<file path="config.mk">
export PLATFORM = sky130hd
export DESIGN_NAME = code_memory_arbiter
export DESIGN_NICKNAME = d
export VERILOG_FILES = /design/src/rtl/code_memory_arbiter.sv
export SDC_FILE = /design/constraint.sdc
export NUM_CORES = 1
export LEC_CHECK = 0
export ABC_AREA = 1
export CAP_MARGIN = 10
export CORE_MARGIN = 3
export CORE_UTILIZATION = 40
export CTS_CLUSTER_DIAMETER = 100
export DETAILED_ROUTE_END_ITERATION = 8
export PLACE_DENSITY = 0.78
export SLEW_MARGIN = 20
export SYNTH_ARGS = -nofsm -noshare
export SYNTH_HDL_FRONTEND = slang
export SYNTH_SLANG_ARGS = --single-unit
</file>
<file path="constraint.sdc">
create_clock -name iCLK -period 3.74 [get_ports iCLK]
set_clock_uncertainty 0.1 [all_clocks]
set_input_delay 0.561 -clock iCLK [delete_from_list [all_inputs] [get_ports iCLK]]
set_output_delay 0.561 -clock iCLK [all_outputs]
set_load 0.01 [all_outputs]
</file>
<file path="src/rtl/code_memory_arbiter.sv">
// Arbitrates the single-port .text memory between instruction fetch (I) and data load (D) ports.
// Optional build macro CODEMEM_ARB_RR_EN selects round-robin instead of D priority with I guard.
module code_memory_arbiter #(
  parameter logic [31:0] BEGINNING_TEXT = 32'h0040_0000,
  parameter logic [31:0] END_TEXT       = 32'h0040_FFFC,
  parameter int unsigned TEXT_WIDTH     = 16,
  parameter int unsigned MEM_LATENCY    = 1,
  parameter int unsigned STARVE_LIMIT   = 4
) (
  input  logic                  iCLK,
  input  logic                  iRST,
  input  logic                  iIReq,
  input  logic [31:0]           iIAddr,
  output logic                  oIGnt,
  output logic                  oIValid,
  output logic [31:0]           oIData,
  output logic                  oIErr,
  input  logic                  iDReq,
  input  logic [31:0]           iDAddr,
  output logic                  oDGnt,
  output logic                  oDValid,
  output logic [31:0]           oDData,
  output logic                  oDErr,
  output logic [TEXT_WIDTH-3:0] oMemAddr,
  output logic                  oMemRd,
  input  logic [31:0]           iMemData
);

  localparam logic [1:0] LastCnt = 2'(MEM_LATENCY - 1);

  typedef enum logic [1:0] {StIdle, StWait, StResp} state_e;

  state_e                r_state, w_state_d;
  logic [1:0]            r_cnt, w_cnt_d;
  logic                  r_owner_d;
  logic                  r_legal;
  logic [TEXT_WIDTH-3:0] r_widx;
  logic [31:0]           r_idata, r_ddata;
  logic                  r_ierr, r_derr;

  logic                  w_pick_d;
  logic                  w_any_req;
  logic [31:0]           w_addr, w_offset;
  logic                  w_legal;
  logic [TEXT_WIDTH-3:0] w_widx;
  logic                  w_unused_bits;
  logic                  w_capture;

  assign w_any_req = iIReq | iDReq;

`ifdef CODEMEM_ARB_RR_EN
  logic r_last_d, w_last_d;

  // Last winner takes the lowest priority when both ports ask together.
  always_comb begin
    w_pick_d = iDReq;
    if (iIReq && iDReq) w_pick_d = ~r_last_d;
    w_last_d = r_last_d;
    if (r_state == StIdle && w_any_req) w_last_d = w_pick_d;
  end

  always_ff @(posedge iCLK or posedge iRST) begin
    if (iRST) r_last_d <= 1'b0;
    else      r_last_d <= w_last_d;
  end
`else
  localparam logic [3:0] StarveLim = 4'(STARVE_LIMIT);
  logic [3:0] r_starve, w_starve_d;

  always_comb begin
    w_pick_d   = iDReq && !(iIReq && r_starve == StarveLim);
    w_starve_d = r_starve;
    if (!iIReq) begin
      w_starve_d = '0;
    end else if (r_state == StIdle) begin
      if (!w_pick_d)                   w_starve_d = '0;
      else if (r_starve != StarveLim)  w_starve_d = r_starve + 4'd1;
    end
  end

  always_ff @(posedge iCLK or posedge iRST) begin
    if (iRST) r_starve <= '0;
    else      r_starve <= w_starve_d;
  end
`endif

  assign oDGnt = (r_state == StIdle) && w_pick_d;
  assign oIGnt = (r_state == StIdle) && iIReq && !w_pick_d;

  // Subtraction is 32-bit unsigned; the explicit range test stops wrap-around aliasing.
  assign w_addr        = w_pick_d ? iDAddr : iIAddr;
  assign w_offset      = w_addr - BEGINNING_TEXT;
  assign w_legal       = (w_addr >= BEGINNING_TEXT) && (w_addr <= END_TEXT) &&
                         (w_addr[1:0] == 2'b00);
  assign w_widx        = w_offset[TEXT_WIDTH-1:2];
  assign w_unused_bits = ^{w_offset[31:TEXT_WIDTH], w_offset[1:0]};

  always_comb begin
    w_state_d = r_state;
    w_cnt_d   = r_cnt;
    unique case (r_state)
      StIdle: begin
        if (w_any_req) begin
          w_state_d = StWait;
          w_cnt_d   = '0;
        end
      end
      StWait: begin
        if (r_cnt == LastCnt) w_state_d = StResp;
        else                  w_cnt_d   = r_cnt + 2'd1;
      end
      StResp:  w_state_d = StIdle;
      default: w_state_d = StIdle;
    endcase
  end

  assign w_capture = (r_state == StWait) && (r_cnt == LastCnt);

  always_ff @(posedge iCLK or posedge iRST) begin
    if (iRST) begin
      r_state   <= StIdle;
      r_cnt     <= '0;
      r_owner_d <= 1'b0;
      r_legal   <= 1'b0;
      r_widx    <= '0;
      r_idata   <= '0;
      r_ddata   <= '0;
      r_ierr    <= 1'b0;
      r_derr    <= 1'b0;
    end else begin
      r_state <= w_state_d;
      r_cnt   <= w_cnt_d;
      if (r_state == StIdle && w_any_req) begin
        r_owner_d <= w_pick_d;
        r_legal   <= w_legal;
        r_widx    <= w_widx;
      end
      if (w_capture) begin
        if (r_owner_d) begin
          r_ddata <= r_legal ? iMemData : 32'h0;
          r_derr  <= ~r_legal;
        end else begin
          r_idata <= r_legal ? iMemData : 32'h0;
          r_ierr  <= ~r_legal;
        end
      end
    end
  end

  // Illegal accesses still sit out the full latency but never strobe the memory.
  assign oMemRd   = (r_state == StWait) && r_legal;
  assign oMemAddr = oMemRd ? r_widx : '0;
  assign oIValid  = (r_state == StResp) && !r_owner_d;
  assign oDValid  = (r_state == StResp) && r_owner_d;
  assign oIData   = r_idata;
  assign oDData   = r_ddata;
  assign oIErr    = r_ierr;
  assign oDErr    = r_derr;

endmodule

</file>
==> impl_metrics.prom <==
# TYPE chip_impl_metric gauge
chip_impl_info{name="hold_path_startpoint",value="oIData[4]"} 1
chip_impl_info{name="yosysMostFrequentCell",value="nand2_1"} 1
chip_impl_metric{name="post_dr_wirelength_cell",unit="um"} 14.5
chip_impl_metric{name="synth.area.mux_share",unit="%"} 0
chip_impl_metric{name="regToRegSetupSlack",unit="ps"} 1540
chip_impl_metric{name="final_util",unit="%"} 64.0
chip_impl_metric{name="grt_first_pass_wirelength",unit="mm"} 17.7
chip_impl_metric{name="cts-resized-gates",unit=""} 0
chip_impl_metric{name="cts_setup_buffers",unit=""} 0
chip_impl_info{name="status",value="complete, no violations"} 1
chip_impl_metric{name="synth-xor-area-share",unit="%"} 0.437
chip_impl_metric{name="yosys_warnings",unit=""} 0
chip_impl_metric{name="drc_errors",unit=""} 0
chip_impl_metric{name="die_height",unit="um"} 106
chip_impl_metric{name="place.detailed.hpwl",unit="mm"} 8.08
chip_impl_metric{name="clock_tree.buffer_depth",unit=""} 2
chip_impl_info{name="synth.top_cells.by_count",value="117 x nand2_1, 90 x dfrtp_1, 48 x nor2_1, 36 x o21ai_1, 28 x inv_1"} 1
chip_impl_metric{name="grt.overflow.total",unit=""} 0
chip_impl_metric{name="vias",unit=""} 3633
chip_impl_metric{name="clock_insertion_delay_worst_skew",unit="ps"} 340
chip_impl_metric{name="fmax",unit="GHz"} 0.306
chip_impl_metric{name="syn_nets",unit=""} 543
chip_impl_metric{name="die-area",unit="mm2"} 0.0112
chip_impl_metric{name="drtIter0Drc",unit=""} 164
chip_impl_metric{name="filler_cell_count",unit=""} 820
chip_impl_metric{name="antenna_left",unit=""} 0
chip_impl_info{name="startpoint_type",value="input port"} 1
chip_impl_metric{name="netlist_instances",unit=""} 440
chip_impl_metric{name="cts_made_buffers",unit=""} 9
chip_impl_info{name="dominant_combinational_cell_family_by_area_after_synthesis",value="simple AND/OR/NAND/NOR gates"} 1
chip_impl_info{name="worst_r2r_dst",value="oDData[2]"} 1
chip_impl_metric{name="max_ir_drop_vdd",unit="mV"} 0.281
chip_impl_info{name="critical_path_class",value="in2out"} 1
chip_impl_metric{name="layout.cell_area.non_filler",unit="mm2"} 0.00608
chip_impl_metric{name="synthesis.area",unit="mm2"} 0.00400
chip_impl_metric{name="grt_start_max_net_pins",unit=""} 91
chip_impl_metric{name="crit_path_arrival_time",unit="ps"} 2600
chip_impl_metric{name="async_set_or_reset_flop_fraction_in_the_synthesized_netlist",unit="%"} 100
chip_impl_metric{name="maxCapViolations",unit=""} 0
chip_impl_metric{name="clock-sinks",unit=""} 90
chip_impl_metric{name="power.density",unit="mW/mm2"} 459
chip_impl_metric{name="power.leakage",unit="uW"} 0.00257
chip_impl_metric{name="synth_seq_cells",unit=""} 90
chip_impl_metric{name="syn-mean-instance-area",unit="um2"} 9.10
chip_impl_metric{name="timing.setup.tns",unit="ps"} 0
chip_impl_info{name="grt_setup_unrepaired",value="no"} 1
chip_impl_metric{name="drt-pass1-iter-count",unit=""} 4
chip_impl_metric{name="power",unit="uW"} 2790
chip_impl_metric{name="hold_buffers",unit=""} 0
chip_impl_metric{name="number_of_hold_slack_violations_in_the_final_timing_report",unit=""} 0
chip_impl_metric{name="crit_fanout",unit=""} 20
chip_impl_metric{name="drive_gt1_share",unit="%"} 9.35
chip_impl_metric{name="number_of_global_route_vias_before_repair",unit=""} 3660
chip_impl_metric{name="gp_routability_congestion",unit=""} 0.801
chip_impl_metric{name="finalWirelength",unit="mm"} 10.9
chip_impl_metric{name="r2r_cells",unit=""} 8
chip_impl_metric{name="start_util",unit="%"} 42.1
chip_impl_metric{name="area.growth.synth_to_final",unit="%"} 52.0
chip_impl_metric{name="detailed_place.area",unit="mm2"} 0.00586
chip_impl_info{name="clk_root_buffer_cell",value="clkbuf_8"} 1
chip_impl_metric{name="num_rows",unit=""} 35
chip_impl_metric{name="ios",unit=""} 185
chip_impl_metric{name="count_of_flip_flops_with_a_built_in_enable_after_synthesis",unit=""} 0
chip_impl_metric{name="core_ar",unit="mm2"} 0.00950
chip_impl_info{name="synth-main-ff-cell",value="dfrtp_1"} 1
chip_impl_info{name="tritoncts",value="built"} 1
chip_impl_metric{name="synth_seq_area_share",unit="%"} 56.2
chip_impl_info{name="synthDominantAreaCellType",value="dfrtp_1"} 1
chip_impl_metric{name="worstMarginPinSlew",unit="ps"} 860
chip_impl_metric{name="whs_path_depth",unit=""} 2
chip_impl_metric{name="slew-limit-headroom",unit="%"} 42.4
chip_impl_metric{name="clk_transition_reported_paths",unit="ps"} 90
chip_impl_info{name="netlist_top_cells_area",value="dfrtp_1 56%, nand2_1 11%, o21ai_2 5.7%"} 1
chip_impl_metric{name="fraction_of_post_synthesis_cell_area_in_the_top_cell_type_by_area",unit="%"} 56.2
chip_impl_metric{name="final_period_minus_worst_setup_slack",unit="ps"} 3260
chip_impl_metric{name="cp_data_required_time",unit="ps"} 3080
chip_impl_metric{name="die_width",unit="um"} 106
chip_impl_metric{name="synth_cell_types",unit=""} 26
chip_impl_metric{name="vias_per_cell",unit=""} 4.85
chip_impl_metric{name="antenna_found_initial",unit=""} 0
chip_impl_info{name="worstHoldPathType",value="reg2reg"} 1
chip_impl_metric{name="antennaDiodeCount",unit=""} 0
chip_impl_metric{name="total_of_endpoints_with_negative_setup_slack_in_the_final_report",unit=""} 0
chip_impl_info{name="hold_end",value="oIData[4]"} 1
chip_impl_metric{name="compound_cell_area_share_of_the_yosys_netlist",unit="%"} 15.9
chip_impl_metric{name="final_net_count",unit=""} 718
chip_impl_metric{name="finalMaxSlewViolations",unit=""} 0
chip_impl_metric{name="synthAdderAreaFrac",unit="%"} 0.938
chip_impl_metric{name="htreeDepth",unit=""} 3
chip_impl_metric{name="post_synth_and_or_nand_nor_area_fraction",unit="%"} 18.8
chip_impl_info{name="cp-end-kind",value="output port"} 1
chip_impl_metric{name="final_min_period_over_clock_period",unit="%"} 87.3
chip_impl_info{name="worstReg2RegStart",value="r_cnt[0]"} 1
chip_impl_metric{name="grt_use_total",unit="%"} 19.5
chip_impl_metric{name="port_bufs",unit=""} 184
[worst max-delay path by stage]
stage | slack (ps) | startpoint | end
after floorplan | 740 | iRST | oDData[0]
after global placement | 500 | iIReq | oIGnt
after detailed placement | 490 | iIReq | oIGnt
after CTS | 470 | iIReq | oIGnt
after global routing | 310 | iIReq | oIGnt
final | 480 | iIReq | oIGnt
[critical path: stages]
cell	delay, ps
clkdlybuf4s50_1	580
nand2_1	80
inv_1	50
nand2_1	50
nand2_2	300
inv_2	220
nor3_1	180
clkdlybuf4s50_1	570
[layer usage]
metal | track usage (%) | vias up | wire [um] | part of all wire (%)
met5 | 0 | - | 0 | 0
met4 | 4.26 | 0 | 118 | 1.1
met3 | 5.83 | 14 | 877 | 8.1
met2 | 35.2 | 155 | 5520 | 51
met1 | 23.0 | 1690 | 4350 | 40
li1 | - | 1774 | - | -
[registers in the layout, indices dropped and copies added, names as in the netlist, 2 cells and up]
register	cells
oDData	32
oIData	32
r_widx	14
r_starve	4
r_cnt	2
r_state	2
[final cells by class]
cell class                 instances  area [um2]  area share, %
sequential                        90        2250           37.0
timing repair buffer             189        1880           30.9
multi-input combinational        294        1450           23.8
tap                              129         161           2.65
clock buffer                       9         124           2.04
inverter                          31         118           1.93
clock inverter                     7        98.8           1.62
[kinds of logic (layout without fill, tap and decap cells)]
| logic type | Yosys count | count (layout) |
|---|---|---|
| AO/OA/AOI/OAI | 103 | 103 |
| flip-flops | 90 | 90 |
| AND/OR/NAND/NOR | 186 | 186 |
| XOR/XNOR | 2 | 2 |
| adder cells (fa/ha/maj) | 3 | 3 |
| buffers and inverters | 56 | 236 |
[through the flow]
| step | hold slack [ps] | worst slack, ps | instances |
|---|---|---|---|
| final | 388 | 475 | 749 |
| after global routing | 411 | 314 | 749 |
| after CTS | 390 | 472 | 749 |
| after detailed placement | 367 | 492 | 733 |
| after global placement | 363 | 501 | 733 |
| after floorplan | 358 | 744 | 440 |
[power by group]
part	internal, uW	switching [uW]	leakage [uW]	total (uW)
clock network	382	354	0.000111	736
registers	1120	67.3	0.00122	1190
logic	353	515	0.00125	867
total	1860	936	0.00257	2790
[layout by cell type, fill, tap and decap left out, drive strengths merged]
cell type,n
nor2,49
nor3,5
clkinvlp,1
o21bai,1
o21ai,85
nor3b,1
nand2,121
buf,5
inv,33
xnor2,1
clkinv,2
xor2,1
a21oi,2
clkbuf,9
ha,3
dfrtp,90
clkdlybuf4s50,184
o22ai,15
nand3,8
nand3b,2
bufinv,2
(Power assumes the default switching activity.)
